File: config.mk
export PLATFORM = sky130hd
export DESIGN_NAME = filter_scheduler_flat
export DESIGN_NICKNAME = d
export VERILOG_FILES = /design/src/rtl/filter_scheduler_if.sv /design/src/rtl/filter_scheduler.sv /design/src/flat_wrapper.sv
export SDC_FILE = /design/constraint.sdc
export NUM_CORES = 1
export LEC_CHECK = 0
export BUFFER_PORTS_ARGS = -buffer_cell sky130_fd_sc_hd__buf_4
export CORE_MARGIN = 4
export CORE_UTILIZATION = 41
export CTS_CLUSTER_SIZE = 30
export DETAILED_ROUTE_END_ITERATION = 8
export GPL_TIMING_DRIVEN = 0
export HOLD_SLACK_MARGIN = 0.12
export SYNTH_ARGS = -nofsm -noshare
export SYNTH_HDL_FRONTEND = slang
export SYNTH_SLANG_ARGS = --single-unit
File: constraint.sdc
create_clock -name clk -period 5.78 [get_ports clk]
set_clock_uncertainty 0.1 [all_clocks]
set_input_delay 0.578 -clock clk [delete_from_list [all_inputs] [get_ports clk]]
set_output_delay 0.578 -clock clk [all_outputs]
set_load 0.1 [all_outputs]
File: src/rtl/filter_scheduler_if.sv
// Result handshake between filter_scheduler and the downstream reporter.
// Master presents a one-shot best-filter result; slave acknowledges with result_ready.
interface filter_scheduler_if #(
  parameter int MATCH_SCORE_WIDTH = 32,
  parameter int NUM_FILTERS       = 2
);
  localparam int INDEX_WIDTH = (NUM_FILTERS > 1) ? $clog2(NUM_FILTERS) : 1;

  logic                         result_valid;
  logic                         result_ready;
  logic [INDEX_WIDTH-1:0]       result_index;
  logic [MATCH_SCORE_WIDTH-1:0] result_score;
  logic                         result_match;
  logic                         result_timeout;

  modport master (
    output result_valid, result_index, result_score, result_match, result_timeout,
    input  result_ready
  );

  modport slave (
    input  result_valid, result_index, result_score, result_match, result_timeout,
    output result_ready
  );
endinterface

File: src/rtl/filter_scheduler.sv
// Streams one capture buffer through the matched-filter bank, then reports the best score.
// Optional SCHED_TIMEOUT_EN bounds the wait for filter scores by DRAIN_TIMEOUT cycles.
module filter_scheduler #(
  parameter int SAMPLE_DATA_WIDTH = 8,
  parameter int MATCH_SCORE_WIDTH = 32,
  parameter int CAPTURE_LENGTH    = 1000,
  parameter int NUM_FILTERS       = 2,
  parameter int RAM_READ_LATENCY  = 2,
  parameter int DRAIN_TIMEOUT     = 4096,
  localparam int ADDR_WIDTH  = (CAPTURE_LENGTH > 1) ? $clog2(CAPTURE_LENGTH) : 1,
  localparam int INDEX_WIDTH = (NUM_FILTERS > 1) ? $clog2(NUM_FILTERS) : 1
) (
  input  logic                                   clk,
  input  logic                                   rst_n,
  input  logic                                   start,
  output logic                                   busy,
  output logic [ADDR_WIDTH-1:0]                  ram_read_addr,
  input  logic [SAMPLE_DATA_WIDTH-1:0]           ram_read_data,
  output logic                                   filter_axiiv,
  output logic [SAMPLE_DATA_WIDTH-1:0]           filter_axiid,
  input  logic [NUM_FILTERS-1:0]                 filter_axiov,
  input  logic [NUM_FILTERS*MATCH_SCORE_WIDTH-1:0] filter_axiod,
  input  logic [MATCH_SCORE_WIDTH-1:0]           threshold,
  filter_scheduler_if.master                     res
);

  typedef enum logic [2:0] {S_IDLE, S_STREAM, S_DRAIN, S_COMPARE, S_REPORT} state_t;

  localparam logic [ADDR_WIDTH-1:0]  LAST_ADDR = ADDR_WIDTH'(CAPTURE_LENGTH - 1);
  localparam logic [INDEX_WIDTH-1:0] LAST_IDX  = INDEX_WIDTH'(NUM_FILTERS - 1);

  state_t                        state;
  logic [RAM_READ_LATENCY-1:0]   in_flight;
  logic [MATCH_SCORE_WIDTH-1:0]  threshold_q;
  logic [MATCH_SCORE_WIDTH-1:0]  scores [NUM_FILTERS];
  logic [NUM_FILTERS-1:0]        got;
  logic [INDEX_WIDTH-1:0]        cmp_idx;
  logic                          best_found;
  logic [INDEX_WIDTH-1:0]        best_idx;
  logic [MATCH_SCORE_WIDTH-1:0]  best_score;
  logic                          take;
  logic                          nxt_found;
  logic [INDEX_WIDTH-1:0]        nxt_idx;
  logic [MATCH_SCORE_WIDTH-1:0]  nxt_score;
  logic                          issue;
  logic                          drain_done;
  logic                          drain_expire;
  logic                          timed_out;

  assign issue      = (state == S_STREAM);
  assign drain_done = (in_flight == '0) && (&got);

  // Read pipeline: one flag per read in flight; the oldest flag marks valid RAM data.
  // NOTE: state is written with non-blocking assignments so every flop samples pre-edge values.
  always_ff @(posedge clk or negedge rst_n) begin
    if (!rst_n) begin
      in_flight    <= '0;
      filter_axiiv <= 1'b0;
      filter_axiid <= '0;
    end else begin
      in_flight    <= (in_flight << 1) | RAM_READ_LATENCY'(issue);
      filter_axiiv <= in_flight[RAM_READ_LATENCY-1];
      if (in_flight[RAM_READ_LATENCY-1]) filter_axiid <= ram_read_data;
    end
  end

  // First score pulse per filter wins; repeats within the run are ignored.
  // NOTE: the score bank is small and must read as zero after reset, so it is reset like any flop.
  always_ff @(posedge clk or negedge rst_n) begin
    if (!rst_n) begin
      got <= '0;
      for (int i = 0; i < NUM_FILTERS; i++) scores[i] <= '0;
    end else if (state == S_IDLE) begin
      if (start) got <= '0;
    end else begin
      for (int i = 0; i < NUM_FILTERS; i++) begin
        if (filter_axiov[i] && !got[i]) begin
          got[i]    <= 1'b1;
          scores[i] <= filter_axiod[i*MATCH_SCORE_WIDTH +: MATCH_SCORE_WIDTH];
        end
      end
    end
  end

  // One candidate per compare cycle; strict greater-than keeps the lower index on ties.
  // NOTE: every output of this block gets a value on every path, so no latch can be inferred.
  always_comb begin
    take      = got[cmp_idx] &&
                (!best_found || ($signed(scores[cmp_idx]) > $signed(best_score)));
    nxt_found = best_found | take;
    nxt_idx   = take ? cmp_idx : best_idx;
    nxt_score = take ? scores[cmp_idx] : best_score;
  end

`ifdef SCHED_TIMEOUT_EN
  localparam int TIMER_WIDTH = $clog2(DRAIN_TIMEOUT + 1);

  logic [TIMER_WIDTH-1:0] drain_cnt;
  logic                   timed_out_q;

  assign drain_expire = (state == S_DRAIN) && (drain_cnt == TIMER_WIDTH'(DRAIN_TIMEOUT - 1));
  assign timed_out    = timed_out_q;

  always_ff @(posedge clk or negedge rst_n) begin
    if (!rst_n) begin
      drain_cnt   <= '0;
      timed_out_q <= 1'b0;
    end else begin
      if (state != S_DRAIN)  drain_cnt <= '0;
      else if (!drain_expire) drain_cnt <= drain_cnt + 1'b1;
      if (state == S_IDLE && start)       timed_out_q <= 1'b0;
      else if (drain_expire && !drain_done) timed_out_q <= 1'b1;
    end
  end
`else
  localparam int unused_drain_timeout = DRAIN_TIMEOUT;

  assign drain_expire = 1'b0;
  assign timed_out    = 1'b0;
`endif

  always_ff @(posedge clk or negedge rst_n) begin
    if (!rst_n) begin
      state              <= S_IDLE;
      busy               <= 1'b0;
      ram_read_addr      <= '0;
      threshold_q        <= '0;
      cmp_idx            <= '0;
      best_found         <= 1'b0;
      best_idx           <= '0;
      best_score         <= '0;
      res.result_valid   <= 1'b0;
      res.result_index   <= '0;
      res.result_score   <= '0;
      res.result_match   <= 1'b0;
      res.result_timeout <= 1'b0;
    end else begin
      unique case (state)
        S_IDLE: begin
          if (start) begin
            state         <= S_STREAM;
            busy          <= 1'b1;
            ram_read_addr <= '0;
            threshold_q   <= threshold;
          end
        end
        S_STREAM: begin
          if (ram_read_addr == LAST_ADDR) state <= S_DRAIN;
          else                            ram_read_addr <= ram_read_addr + 1'b1;
        end
        S_DRAIN: begin
          if (drain_done || drain_expire) begin
            state      <= S_COMPARE;
            cmp_idx    <= '0;
            best_found <= 1'b0;
            best_idx   <= '0;
            best_score <= '0;
          end
        end
        S_COMPARE: begin
          best_found <= nxt_found;
          best_idx   <= nxt_idx;
          best_score <= nxt_score;
          if (cmp_idx == LAST_IDX) begin
            state              <= S_REPORT;
            res.result_valid   <= 1'b1;
            res.result_index   <= nxt_idx;
            res.result_score   <= nxt_score;
            res.result_match   <= nxt_found && ($signed(nxt_score) > $signed(threshold_q));
            res.result_timeout <= timed_out;
          end else begin
            cmp_idx <= cmp_idx + 1'b1;
          end
        end
        S_REPORT: begin
          if (res.result_ready) begin
            state            <= S_IDLE;
            busy             <= 1'b0;
            res.result_valid <= 1'b0;
          end
        end
        default: state <= S_IDLE;
      endcase
    end
  end

endmodule
File: src/flat_wrapper.sv
// flat-port wrapper written by rule: the top's interface ports become plain ports
module filter_scheduler_flat 
#(
  parameter int SAMPLE_DATA_WIDTH = 8,
  parameter int MATCH_SCORE_WIDTH = 32,
  parameter int CAPTURE_LENGTH    = 1000,
  parameter int NUM_FILTERS       = 2,
  parameter int RAM_READ_LATENCY  = 2,
  parameter int DRAIN_TIMEOUT     = 4096,
  localparam int ADDR_WIDTH  = (CAPTURE_LENGTH > 1) ? $clog2(CAPTURE_LENGTH) : 1,
  localparam int INDEX_WIDTH = (NUM_FILTERS > 1) ? $clog2(NUM_FILTERS) : 1
)
  (clk, rst_n, start, busy, ram_read_addr, ram_read_data, filter_axiiv, filter_axiid, filter_axiov, filter_axiod, threshold, res_result_valid, res_result_index, res_result_score, res_result_match, res_result_timeout, res_result_ready);
  filter_scheduler_if #(.MATCH_SCORE_WIDTH(MATCH_SCORE_WIDTH), .NUM_FILTERS(NUM_FILTERS)) res_i ();
  input  logic clk;
  input  logic rst_n;
  input  logic start;
  output logic busy;
  output logic [ADDR_WIDTH-1:0] ram_read_addr;
  input  logic [SAMPLE_DATA_WIDTH-1:0] ram_read_data;
  output logic filter_axiiv;
  output logic [SAMPLE_DATA_WIDTH-1:0] filter_axiid;
  input  logic [NUM_FILTERS-1:0] filter_axiov;
  input  logic [NUM_FILTERS*MATCH_SCORE_WIDTH-1:0] filter_axiod;
  input  logic [MATCH_SCORE_WIDTH-1:0] threshold;
  output wire logic [$bits(res_i.result_valid)-1:0] res_result_valid;
  output wire logic [$bits(res_i.result_index)-1:0] res_result_index;
  output wire logic [$bits(res_i.result_score)-1:0] res_result_score;
  output wire logic [$bits(res_i.result_match)-1:0] res_result_match;
  output wire logic [$bits(res_i.result_timeout)-1:0] res_result_timeout;
  input wire logic [$bits(res_i.result_ready)-1:0] res_result_ready;
  assign res_result_valid = res_i.result_valid;
  assign res_result_index = res_i.result_index;
  assign res_result_score = res_i.result_score;
  assign res_result_match = res_i.result_match;
  assign res_result_timeout = res_i.result_timeout;
  assign res_i.result_ready = res_result_ready;
  filter_scheduler #(.SAMPLE_DATA_WIDTH(SAMPLE_DATA_WIDTH), .MATCH_SCORE_WIDTH(MATCH_SCORE_WIDTH), .CAPTURE_LENGTH(CAPTURE_LENGTH), .NUM_FILTERS(NUM_FILTERS), .RAM_READ_LATENCY(RAM_READ_LATENCY), .DRAIN_TIMEOUT(DRAIN_TIMEOUT)) u_core (.clk(clk), .rst_n(rst_n), .start(start), .busy(busy), .ram_read_addr(ram_read_addr), .ram_read_data(ram_read_data), .filter_axiiv(filter_axiiv), .filter_axiid(filter_axiid), .filter_axiov(filter_axiov), .filter_axiod(filter_axiod), .threshold(threshold), .res(res_i));
endmodule
# Word level (Yosys, flattened, before mapping)
# Index checks and enable logic that the tools add are counted.
# word_totals
ff_bits,193
in_bits,110
out_inout_bits,56
# op_classes
add_sub_neg,2
n_lt_le_gt_ge,4
n_eq_ne,11
n_mux,32
bitwise_logic,4
n_reduce_logical,29
# op_table
op,n
$mux 32,5
$gt 32x32->1,2
$pmux 32 s2,1
$mux 10,2
$pmux 10 s2,1
$reduce_and 2->1,8
$mux 3,5
$pmux 3 s5,1
$reduce_bool 2->1,6
$add 10x1->10 const B,1
$eq 10x10->1 const B,1
$mux 1,10
$pmux 1 s2,5
$reduce_and 3->1,3
$ne 2x2->1 const B,4
$eq 3x2->1 const B,2
$logic_and 1x1->1,5
$reduce_and 5->1,1
$mux 2,2
$ne 2x1->1 const B,2
$eq 3x1->1 const B,1
$eq 3x3->1 const B,1
$logic_not 1->1,3
$logic_not 3->1,1
other kinds (9),9

# Longest topological paths before layout
# depth
ltp_word,10
mapped_depth,24
depth_no_buf,20

# Worst setup path before layout
# OpenSTA, ideal clock, no wires.
# synth_timing
kind,register -> register
start,register u_core.cmp_idx
end,register u_core.res.result_match
setup_time_ns,0.132
arrival_ns,4.952
slack_ns,0.596
stages_incl_launch_ff,25
path_buffers,4
cell_sequence,dfrtp_1 -> buf_1 -> clkbuf_1 -> mux2i_1 -> inv_1 -> ha_1 -> a21oi_1 -> o21ai_0 -> a211o_1 -> or4_1 -> o2111ai_2 -> nand2_1 -> buf_4 -> buf_6 -> nor2_1 -> a21oi_1 -> ha_1 -> nor2b_1 -> o21a_1 -> o21ai_0 -> nand2b_1 -> a221oi_1 -> o221ai_1 -> nand2_1 -> a32oi_1
# synth_via
elab_chain_cells,10
# synth_lines
element,line,text
"start, declared",filter_scheduler.sv:37,logic [INDEX_WIDTH-1:0] cmp_idx;
"start signal, assigned",filter_scheduler.sv:172,cmp_idx <= cmp_idx + 1'b1;
$not 1->2 (not written as such),"filter_scheduler.sv:89, filter_scheduler.sv:92",
$mux 32 (not written as such) (3 in series),"filter_scheduler.sv:89, filter_scheduler.sv:92",
$gt 32x32->1,filter_scheduler.sv:89,(!best_found || ($signed(scores[cmp_idx]) > $signed(best_score)));
$logic_or 1x1->1,filter_scheduler.sv:89,
$logic_and 1x1->1,filter_scheduler.sv:88,take = got[cmp_idx] &&
$mux 32 *,filter_scheduler.sv:92,nxt_score = take ? scores[cmp_idx] : best_score;
via u_core.nxt_score[1],filter_scheduler.sv:44,logic [MATCH_SCORE_WIDTH-1:0] nxt_score;
$gt 32x32->1 *,filter_scheduler.sv:169,res.result_match <= nxt_found && ($signed(nxt_score) > $signed(threshold_q));
$logic_and 1x1->1 *,filter_scheduler.sv:169,
"end signal, assigned",filter_scheduler.sv:169,
"end, declared",filter_scheduler_if.sv:17,"output result_valid, result_index, result_score, result_match, result_timeout,"
# Mark *: on every way through the listed nets, which the timed path passes. The rest lies on a longest branch. The select of a mux whose other input is x is not followed.
# A chain may end at the register's enable or synchronous reset.

# Worst setup path after layout
# Same ends and word-level chain as after synthesis.

==> flow_summary.toml <==
[outcome]
outcome = "finished clean"

[sta]
tightest_slew_ns = 0.895
period_share = 0.951
layout_setup_ws_ns = 0.282
layout_min_cycle_time_ns = 5.50
worst_hold_slack_ns = 0.240
maxSlewHeadroom = 0.401
final_hold_viol_count = 0
setup_violations = 0
slew_violations = 0
max_freq_ghz = 0.182

[floorplanning]
dieArea_mm2 = 0.0269
initial_core_util = 0.421
die_w_um = 164
num_rows = 56
ios = 166
coreArea_mm2 = 0.0237
dieHeight_um = 164

[flow_run]
cap_violations = 0

[clocking]
numCtsBuffers = 17
root_buffer = "clkbuf_16"
cts_tree = "built"
cts.sinks = 193
htreeDepth = 4
clk_pin_slew_ns = 0.07
clk_path_buf_depth = 2
clk_latency_ns = 0.44

[grt]
grtUsageTotal = 0.203
grt_pass1_vias = 7844
globalRouteOverflowTotal = 0
grt_max_degree = 83
antenna_found_initial = 0
grt_pass1_wl_um = 42200

[layout]
fillCellCount = 2256
diodes = 0
fin_nets = 1368
area_delta_synth_final_pct = 24.7
drive_gt1_frac = 0.260
fin_cells = 1525
postLayoutCellArea_mm2 = 0.0124

[place]
dp_slack_ns = -0.982
dpl.hpwl_um = 20300
place.gp.congestion = 0.827
portBuffers = 164
placedCellCount = 1490
placed_area_mm2 = 0.0117

[route]
dr_total_vias = 7804
ant_nets = 0
viasPerCell = 5.12
routedWlPerCell_um = 17.5
firstDrtPassIters = 5
drc = 0
wl_um = 26700
drt_iter0_drc = 417

[worst_setup_path]
slowest_delay_ns = 0.55
worstSetupEndpointType = "flop"
criticalPathCategory = "flop to flop"
critical_path.slowest_cell = "or4_1"
cp_cell_sequence = "clkbuf_4 -> mux2i_2 -> inv_1 -> ha_1 -> a21oi_1 -> o21ai_0 -> a211o_1 -> or4_1 -> o2111ai_2 -> nand2_1 -> buf_4 -> buf_6 -> nor2_1 -> a21oi_1 -> ha_1 -> nor2b_1 -> o21a_1 -> o21ai_0 -> nand2b_1 -> a221oi_1 -> o221ai_1 -> nand2_1 -> a32oi_1"
reg2reg_slack_ns = 0.28
crit_arrival_ns = 5.71
worst-path-max-fanout = 10
cp-start-kind = "flop"
cp_data_required_time_ns = 5.99

[logic_synthesis]
syn-num-nets = 1180
yosysWarnings = 0
ys_ff_latch = 193
synth.distinct_cells = 47
synth.avg_cell_area_um2 = 9.92
synth-edff-count = 0
mappedNetlistArea_mm2 = 0.00997
ys.flop_type = "dfrtp_1"
ys_async_sr_fraction = 1.00
synth.top_cell.area_share = 0.485
synth.most_common_cell = "dfrtp_1"
yosysTopAreaCell = "dfrtp_1"
synthCells = 1005
synth_area_leaders = "dfrtp_1, mux2_2, ha_1, nand2_1, inv_1"
yosys-top-cells-count = "dfrtp_1, nand2_1, inv_1"
synth-seq-area-share = 0.485

[worst_hold_path]
hold_path.class = "primary input to flop"
==> kinds of logic (layout without fill, tap and decap cells) <==
family | after synthesis | after routing | synth area share
buf+inv | 153 | 354 | 0.0618
xor+xnor | 5 | 5 | 0.00440
other cells | 1 | 1 | 0.000376
mux | 108 | 108 | 0.118
compound gates | 238 | 238 | 0.145
simple gates | 242 | 242 | 0.105
flops | 193 | 193 | 0.485
fa+ha+maj | 65 | 65 | 0.0816
==> critical path: cells and delay by family (launching register included) <==
kind	cells	cell delay, ns
muxes	1	0.34
and+or+nand+nor	6	1.21
buffers and inverters	4	0.85
adders and majority gates	2	0.60
AOI/OAI and AO/OA	10	1.78
DFF	1	0.45
==> metrics by stage <==
step,TNS (ns),utilization
2_1_floorplan,0,-
3_3_place_gp,-0.921,0.490
3_5_place_dp,-0.982,0.492
4_1_cts,0,0.521
5_1_grt,-0.0163,0.525
6_report,0,0.525
==> layout by cell type, fill, tap and decap left out, drive strengths merged, types with 2 or more instances in the layout <==
cell type  instances
a211oi             3
a21o              38
a21oi             67
a221oi             2
a31oi              2
buf              187
bufinv             4
clkbuf            49
clkinv             2
dfrtp            193
ha                65
inv              110
mux2              73
mux2i             35
nand2            133
nand2b             5
nand3             10
nand3b             2
nand4             15
nor2              53
nor2b              5
nor3               6
o21a               4
o21ai             81
o221ai             2
o31ai             31
or2                2
or3                6
or4                2
xnor2              2
xor2               3
==> final cells by class <==
| class | count | area (um^2) | area share |
|---|---|---|---|
| clock buffers | 19 | 453 | 0.0364 |
| clock inverters | 13 | 198 | 0.0159 |
| flip-flops and latches | 193 | 4830 | 0.389 |
| inverters | 104 | 390 | 0.0314 |
| multi-input cells | 659 | 4590 | 0.369 |
| plain buffers | 48 | 245 | 0.0197 |
| well taps | 319 | 399 | 0.0321 |
| repair buffers | 170 | 1330 | 0.107 |
==> metal layers <==
metal | up-vias | GRT usage | share of wire
met1 | 3750 | 0.289 | 0.47
met3 | 22 | 0.0479 | 0.063
met5 | - | 0 | 0
met2 | 222 | 0.317 | 0.45
met4 | 0 | 0.0442 | 0.014
li1 | 3810 | - | -
==> state kept, by name, summed over array words and instances, names as in the netlist <==
signal,cells
u_core.busy,1
u_core.filter_axiiv,1
u_core.scores,64
u_core.res.result_index,1
u_core.best_idx,1
u_core.got,2
u_core.cmp_idx,1
u_core.best_score,32
u_core.res.result_match,1
u_core.ram_read_addr,10
u_core.res.result_score,32
u_core.threshold_q,32
u_core.res.result_valid,1
u_core.filter_axiid,8
u_core.state,3
u_core.best_found,1
u_core.in_flight,2
==> path summary, 6_finish.rpt <==
kind / depth (start not counted) / end / from
max: 23 / u_core.res.result_match / u_core.cmp_idx
min: 3 / u_core.threshold_q[26] / threshold[26]
min in group asynchronous: 2 / u_core.scores[57] / rst_n
min reg2reg: 0 / u_core.filter_axiiv / u_core.in_flight[1]
max reg2reg: 23 / u_core.res.result_match / u_core.cmp_idx
max in group asynchronous: 4 / u_core.cmp_idx / rst_n
==> repair_timing <==
| item | CTS | global route |
|---|---|---|
| setup buffers | 2 | 1 |
| hold buffers | 1 | 0 |
| endpoints found under the setup margin | 1 | 1 |
| cloned | 0 | 0 |
| gates resized for setup | 10 | 19 |
| pin swaps | 0 | 1 |
| hold endpoints to repair | 46 | 0 |
Power is left out: the tool's default activity adds up to more than one toggle a clock period on the data nets, which glitch-free logic cannot reach.
